==> config.mk <==
export PLATFORM = sky130hd
export DESIGN_NAME = instr_loader
export DESIGN_NICKNAME = d
export VERILOG_FILES = /design/src/rtl/instr_loader.sv
export SDC_FILE = /design/constraint.sdc
export NUM_CORES = 1
export LEC_CHECK = 0
export CAP_MARGIN = 30
export CORE_ASPECT_RATIO = 1.1
export CORE_MARGIN = 2
export CORE_UTILIZATION = 50
export CTS_BUF_LIST = sky130_fd_sc_hd__clkbuf_4
export CTS_CLUSTER_SIZE = 30
export DETAILED_ROUTE_END_ITERATION = 6
export HOLD_SLACK_MARGIN = 0.15
export PLACE_DENSITY = 0.76
export SLEW_MARGIN = 25
export SYNTH_ARGS = -nofsm -noshare
export SYNTH_HDL_FRONTEND = slang
export SYNTH_SLANG_ARGS = --single-unit
==> constraint.sdc <==
create_clock -name CLK -period 2.1 [get_ports CLK]
set_clock_uncertainty 0.1 [all_clocks]
set_input_delay 0.21 -clock CLK [delete_from_list [all_inputs] [get_ports CLK]]
set_output_delay 0.21 -clock CLK [all_outputs]
set_load 0.05 [all_outputs]
==> src/rtl/instr_loader.sv <==
// instr_loader: assembles 3-bit pad beats into 9-bit instructions and buffers
// them in a small circular FIFO that feeds the cpu one word per cycle.
//
// Ports:
//   CLK         - single clock, rising edge
//   RESET       - asynchronous, active-low reset
//   DIN         - 3-bit beat data from the pad interface
//   DIN_VALID   - DIN carries a beat this cycle
//   SYNC        - with DIN_VALID, marks the first beat of an instruction
//   CPU_READY   - cpu accepts an instruction this cycle
//   INSTRUCTION - registered instruction word presented to the cpu
//   write_en    - registered one-cycle strobe, INSTRUCTION is new
//   LEVEL       - FIFO occupancy, 0..DEPTH
//   FULL/EMPTY  - occupancy flags
//   OVERFLOW    - sticky, a completed word was dropped on a full FIFO
//   SYNC_ERR    - sticky, SYNC arrived while a partial word was pending
module instr_loader #(
    parameter int unsigned DEPTH = 4
) (
    input  logic                     CLK,
    input  logic                     RESET,
    input  logic [2:0]               DIN,
    input  logic                     DIN_VALID,
    input  logic                     SYNC,
    input  logic                     CPU_READY,
    output logic [8:0]               INSTRUCTION,
    output logic                     write_en,
    output logic [$clog2(DEPTH):0]   LEVEL,
    output logic                     FULL,
    output logic                     EMPTY,
    output logic                     OVERFLOW,
    output logic                     SYNC_ERR
);

    localparam int unsigned AW = $clog2(DEPTH);
    localparam logic [AW:0] PTR_ONE = 1;

    typedef enum logic [1:0] {
        BEAT0 = 2'd0,
        BEAT1 = 2'd1,
        BEAT2 = 2'd2
    } beat_e;

    beat_e       beat_q, beat_d;
    logic [8:0]  partial_q, partial_d;
    logic        push;
    logic [8:0]  push_word;

    logic [AW:0] wr_ptr_q, wr_ptr_d;
    logic [AW:0] rd_ptr_q, rd_ptr_d;
    logic [8:0]  mem_q [DEPTH];

    logic [8:0]  instruction_q, instruction_d;
    logic        write_en_q, write_en_d;
    logic        overflow_q, overflow_d;
    logic        sync_err_q, sync_err_d;

    logic        fifo_full, fifo_empty;
    logic        pop, push_ok;

    // ------------------------------------------------------------------
    // Beat assembler: state register
    // ------------------------------------------------------------------
    always_ff @(posedge CLK or negedge RESET) begin
        if (!RESET) begin
            beat_q    <= BEAT0;
            partial_q <= '0;
        end else begin
            beat_q    <= beat_d;
            partial_q <= partial_d;
        end
    end

    // Beat assembler: next state. SYNC restarts the word from any count;
    // without SYNC the count is free-running.
    always_comb begin
        beat_d     = beat_q;
        partial_d  = partial_q;
        push       = 1'b0;
        push_word  = '0;
        sync_err_d = sync_err_q;
        if (DIN_VALID) begin
            if (SYNC) begin
                partial_d = {DIN, 6'b000000};
                beat_d    = BEAT1;
                if (beat_q != BEAT0) begin
                    sync_err_d = 1'b1;
                end
            end else begin
                unique case (beat_q)
                    BEAT0: begin
                        partial_d = {DIN, 6'b000000};
                        beat_d    = BEAT1;
                    end
                    BEAT1: begin
                        partial_d = {partial_q[8:6], DIN, 3'b000};
                        beat_d    = BEAT2;
                    end
                    BEAT2: begin
                        push      = 1'b1;
                        push_word = {partial_q[8:3], DIN};
                        partial_d = '0;
                        beat_d    = BEAT0;
                    end
                    default: begin
                        partial_d = '0;
                        beat_d    = BEAT0;
                    end
                endcase
            end
        end
    end

    // ------------------------------------------------------------------
    // FIFO
    // ------------------------------------------------------------------
    assign fifo_empty = (wr_ptr_q == rd_ptr_q);
    assign fifo_full  = (wr_ptr_q[AW] != rd_ptr_q[AW]) &&
                        (wr_ptr_q[AW-1:0] == rd_ptr_q[AW-1:0]);

    assign pop     = !fifo_empty && CPU_READY;
    // On a full FIFO the concurrent pop frees the head slot, so the write
    // lands in the entry being read out on this same edge.
    assign push_ok = push && (!fifo_full || pop);

    always_comb begin
        wr_ptr_d      = wr_ptr_q;
        rd_ptr_d      = rd_ptr_q;
        instruction_d = instruction_q;
        write_en_d    = 1'b0;
        overflow_d    = overflow_q;
        if (push_ok) begin
            wr_ptr_d = wr_ptr_q + PTR_ONE;
        end else if (push) begin
            overflow_d = 1'b1;
        end
        if (pop) begin
            rd_ptr_d      = rd_ptr_q + PTR_ONE;
            instruction_d = mem_q[rd_ptr_q[AW-1:0]];
            write_en_d    = 1'b1;
        end
    end

    always_ff @(posedge CLK or negedge RESET) begin
        if (!RESET) begin
            wr_ptr_q      <= '0;
            rd_ptr_q      <= '0;
            instruction_q <= '0;
            write_en_q    <= 1'b0;
            overflow_q    <= 1'b0;
            sync_err_q    <= 1'b0;
        end else begin
            wr_ptr_q      <= wr_ptr_d;
            rd_ptr_q      <= rd_ptr_d;
            instruction_q <= instruction_d;
            write_en_q    <= write_en_d;
            overflow_q    <= overflow_d;
            sync_err_q    <= sync_err_d;
        end
    end

    // Storage is not reset; pointers guarantee stale entries are never read.
    always_ff @(posedge CLK) begin
        if (push_ok) begin
            mem_q[wr_ptr_q[AW-1:0]] <= push_word;
        end
    end

    assign INSTRUCTION = instruction_q;
    assign write_en    = write_en_q;
    assign LEVEL       = wr_ptr_q - rd_ptr_q;
    assign FULL        = fifo_full;
    assign EMPTY       = fifo_empty;
    assign OVERFLOW    = overflow_q;
    assign SYNC_ERR    = sync_err_q;

endmodule
== Word-level counts from Yosys, hierarchy flattened ==
Memory sizes are Yosys's and may differ from the RTL's. A register that Yosys moved wholly into a read port is not among the register bits.
Index checks and enable logic that the tools add are counted.
W data, S select, Z words.
Word-level totals
  bits in registers: 20
  memory bits (writable): 36
  input port bits: 8
  output and inout bits: 17
  word-level logic and storage cells: 44
  memories: 1
Memories
  mem_q: words 4, width 9, rd ports 1, clocked after memory_dff 1, wr ports 1, RTL line 51  | logic [8:0] mem_q [DEPTH];
Cells by class
  $add $sub $neg: 3
  equality and inequality tests: 6
  mux-type cells: 13
  bitwise gates (word level): 1
  reduce and logical (&&, ||, !) cells: 12
Operator list (number)
  $mux W9: 4
  $pmux W9 S2: 1
  $add A3 B1 Y3 const B: 2
  $mux W1: 6
  $pmux W2 S2: 1
  $reduce_and A2 Y1: 2
  $eq A3 B3 Y1: 1
  $logic_and A1 B1 Y1: 3
  $logic_not A1 Y1: 3
  $reduce_and A3 Y1: 1
  $sub A3 B3 Y3: 1
  $eq A2 B1 Y1 const B: 1
  $eq A2 B2 Y1: 1
  $eq A2 B2 Y1 const B: 1
  $logic_not A2 Y1: 1
  $mux W2: 1
  $ne A2 B2 Y1 const B: 1
  $reduce_bool A2 Y1: 1
  $logic_or A1 B1 Y1: 1
  $ne A1 B1 Y1: 1
  $not A1 Y1: 1

== Depth between registers and ports, before layout ==
  depth after elaboration: 7
  mapped depth: 7
  depth with buffers taken out: 5

== Worst setup path before layout ==
Ideal clock, no wire load.
  path kind: register to output
  start point: register rd_ptr_q[1]
  end point: output port LEVEL[2]
  arrival: 2057 ps
  slack: -267 ps
  stages on the path, launching flop included: 5
  buffers on the path: 1
  cell sequence: dfrtp_1 clkbuf_1 inv_1 fa_1 xnor2_1
On the way
  longest elaborated chain between the ends: 1
Ends and longest elaborated chain
  start: declaration: RTL line 50  | logic [AW:0] rd_ptr_q, rd_ptr_d;
  start signal: assignment: RTL line 154  | rd_ptr_q <= rd_ptr_d;
  $sub A3 B3 Y3: RTL line 171  | assign LEVEL = wr_ptr_q - rd_ptr_q;
  end: declaration: RTL line 28  | output logic [$clog2(DEPTH):0] LEVEL,
No other way between the ends.

== Final worst setup path ==
  start point: register wr_ptr_q[0]
  end point: output port LEVEL[2]
On the way
  longest elaborated chain between the ends: 1
Ends and longest elaborated chain
  start: declaration: RTL line 49  | logic [AW:0] wr_ptr_q, wr_ptr_d;
  start signal: assignment: RTL line 153  | wr_ptr_q <= wr_ptr_d;
  $sub A3 B3 Y3: RTL line 171
No other way between the ends.

==> impl_metrics.env <==
export IMPL_clk_latency_ns=0.40
export IMPL_vias=1401
export IMPL_hold_violations=0
export IMPL_final_antenna_net_count=0
export IMPL_rsz0062_at_grt="yes"
export IMPL_slew_violations=0
export IMPL_cts_buffer_depth=2
export IMPL_wire_per_inst_um=16.5
export IMPL_worstSetupStartpointType="flip-flop"
export IMPL_tightest_slew_ns=0.504
export IMPL_diodes=0
export IMPL_final_period_minus_worst_setup_slack_ns=2.03
export IMPL_grt_ovfl_total=0
export IMPL_avgViaCountPerCell=5.35
export IMPL_dieHeight_um=79.3
export IMPL_core_rowCount=27
export IMPL_grtUsageTotal_pct=18.2
export IMPL_async_reset_ff_share_pct=41.9
export IMPL_clock_sinks=62
export IMPL_status="finished, final reports clean"
export IMPL_root_buffer="clkbuf_4"
export IMPL_worst_setup_path_type="reg2out"
export IMPL_pre_cts_slack_ns=-0.0279
export IMPL_max_freq_mhz=493
export IMPL_period_share_pct=96.6
export IMPL_p_per_area_nw_per_um2=1590
export IMPL_synthDominantCellAreaShare_pct=42.0
export IMPL_wl_um=4310
export IMPL_syn_inst=150
export IMPL_core_um2=5000
export IMPL_hold_path_depth=3
export IMPL_critPathRequiredTime_ns=1.79
export IMPL_syn_cell_area_um2=2570
export IMPL_grt_pass1_vias=1512
export IMPL_h_tree_depth=3
export IMPL_drt_initial_drc_count=70
export IMPL_cts_tree="done"
export IMPL_reg2regPathDepth=7
export IMPL_area_growth_pct=26.6
export IMPL_io_pins=25
export IMPL_drive_above_1_share_pct=31.4
export IMPL_grt_pass1_wl_um=7530
export IMPL_synth_ff_type="edfxtp_1"
export IMPL_slew_headroom_pct=66.3
export IMPL_leakage_nw=1.35
export IMPL_slowest_stage="dfrtp_1"
export IMPL_final_nets=215
export IMPL_hold_path_class="in2reg"
export IMPL_yosysWarnings=0
export IMPL_clkSlewWorstSetupHoldPaths_ns=0.11
export IMPL_numCtsBuffers=9
export IMPL_arrival_ns=1.72
export IMPL_hpwl_um=3090
export IMPL_min_delay_start="DIN[0]"
export IMPL_gp_congestion=0.771
export IMPL_reg2reg_to="INSTRUCTION[6]$_DFFE_PN0P_"
export IMPL_drc=0
export IMPL_avgSynthCellArea_um2=17.2
export IMPL_dp_cells=242
export IMPL_crit_path_end_kind="primary output"
export IMPL_rr_startpoint="rd_ptr_q[1]$_DFFE_PN0P_"
export IMPL_start_util_pct=51.5
export IMPL_syn_nets=166
export IMPL_r2r_setup_slack_ns=0.23
export IMPL_holdPathEnd="partial_q[3]$_DFFE_PN0P_"
export IMPL_ys_seq_area_share_pct=67.2
export IMPL_grt_start_max_net_pins=27
export IMPL_antenna_found_initial=0
export IMPL_final_cell_count_no_fill=262
export IMPL_setup_viol=0
export IMPL_die_x_um=72.4
export IMPL_drt_pass1_iter_count=4
export IMPL_yosysTopAreaCell="edfxtp_1"
export IMPL_fin_setup_tns_ns=0
export IMPL_maxCapViolCount=0
export IMPL_path_cells="inv_2, ha_1, inv_1, fa_2, xnor2_2, buf_12"
export IMPL_fin_ws_ns=0.0708
export IMPL_critPathMaxFanout=2
export IMPL_ys_seq_elements=62
export IMPL_io_buffers=24
export IMPL_synth_area_top_cells="edfxtp_1 (42%), dfrtp_1 (25%), mux4_2 (7.9%), mux2_4 (4.7%), ha_1 (3.4%)"
export IMPL_critPathMaxStageDelay_ns=0.40
export IMPL_synth_edf_count=36
export IMPL_synth_cell_types=30
export IMPL_dieArea_um2=5740
export IMPL_num_fill_cells=344
export IMPL_vdd_drop_max_mv=1.14
layout make-up:
type                            instances  area [um2]  share of cell area (%)
Sequential cell                        62        1730                    53.1
Tap cell                               58        72.6                    2.23
Clock buffer                           10        75.1                    2.30
Timing Repair Buffer                   43         473                    14.5
Clock inverter                          6        76.3                    2.34
Multi-Input combinational cell         75         802                    24.6
Inverter                                8        30.0                   0.921
layer usage:
metal | vias to the layer above | part of all wire (%) | GRT usage (%)
met4 | 0 | 2.6 | 8.52
met3 | 8 | 3.4 | 5.58
met1 | 711 | 44 | 22.8
li1 | 654 | - | -
met2 | 28 | 50 | 28.9
met5 | - | 0 | 0
layout by cell type, fill, tap and decap left out, types with 2 or more instances in the layout:
cell type        instances
a21o_1                   2
a22o_1                   3
and2_1                  11
buf_12                   8
buf_4                   15
bufinv_16                2
clkbuf_4                10
clkdlybuf4s50_1         19
clkinv_1                 3
dfrtp_1                 26
edfxtp_1                36
ha_1                     7
inv_1                    7
mux2_2                   2
mux2_4                   8
mux4_2                   9
nand2_1                  7
nor2_2                   2
o2bb2ai_1                3
xnor2_1                  5
sequential cells by signal (all words and copies together) (netlist names):
name,cells
beat_q,2
partial_q,6
write_en,1
SYNC_ERR,1
rd_ptr_q,3
INSTRUCTION,9
wr_ptr_q,3
mem_q,36
OVERFLOW,1
metrics by stage:
step                hold slack, ns  total power, mW  instance area, um2  utilization [%]
detailed placement           0.352             4.29                3070             61.4
CTS                          0.313             5.21                3250             64.9
finish                       0.334             5.18                3260             65.2
global placement             0.344             4.23                3070             61.4
global route                 0.344             5.44                3260             65.2
floorplan                   -0.186             3.25                2580                -
repair_timing:
item / 4_1_cts / 5_1_grt
hold endpoints to repair: 26 / 0
setup buffers: 2 / 1
hold buffers: 1 / 0
endpoints found under the setup margin: 4 / 7
gates resized for setup: 2 / 3
gates cloned: 0 / 0
pin swaps: 1 / 0
worst max-delay path, delay by kind of cell, from the launching register on:
kind       cells  cell delay [ns]
flops          1             0.40
fa+ha+maj      2             0.48
xor+xnor       1             0.18
buf+inv        3             0.28
Yosys cell counts (2+ instances only):
cell type  number
edfxtp_1       36
dfrtp_1        26
mux4_2          9
ha_1            7
mux2_4          8
clkbuf_1        3
nor2_1          3
a21o_1          2
a22o_1          3
inv_1           8
xnor2_1         6
mux2_2          2
and2_1         12
nand2_1         7
o2bb2ai_1       3
worst max path at each step:
| stage | from | to | slack [ns] |
|---|---|---|---|
| final | wr_ptr_q[0]$_DFFE_PN0P_ | LEVEL[2] | 0.07 |
| after floorplan | rd_ptr_q[1]$_DFFE_PN0P_ | mem_q[2][0]$_DFFE_PP_ | 0.04 |
| after global placement | DIN_VALID | mem_q[2][4]$_DFFE_PP_ | 0.06 |
| after CTS | wr_ptr_q[0]$_DFFE_PN0P_ | LEVEL[2] | 0.02 |
| after detailed placement | SYNC | mem_q[2][4]$_DFFE_PP_ | -0.03 |
| after global routing | wr_ptr_q[0]$_DFFE_PN0P_ | LEVEL[2] | -0.02 |
where the power goes:
part	internal, mW	switching (mW)
combinational	1.29	1.43
sequential	1.47	0.111
clock	0.484	0.393
total	3.25	1.93
kinds of logic after synthesis:
kind of cell | Yosys count | share of synthesized area (%)
simple gates | 25 | 5.39
fa+ha+maj | 8 | 4.18
flops | 62 | 67.2
buf+inv | 13 | 2.23
compound gates | 15 | 4.71
mux | 20 | 13.8
xor+xnor | 7 | 2.38
No activity file was read; power rests on OpenSTA's default activity.
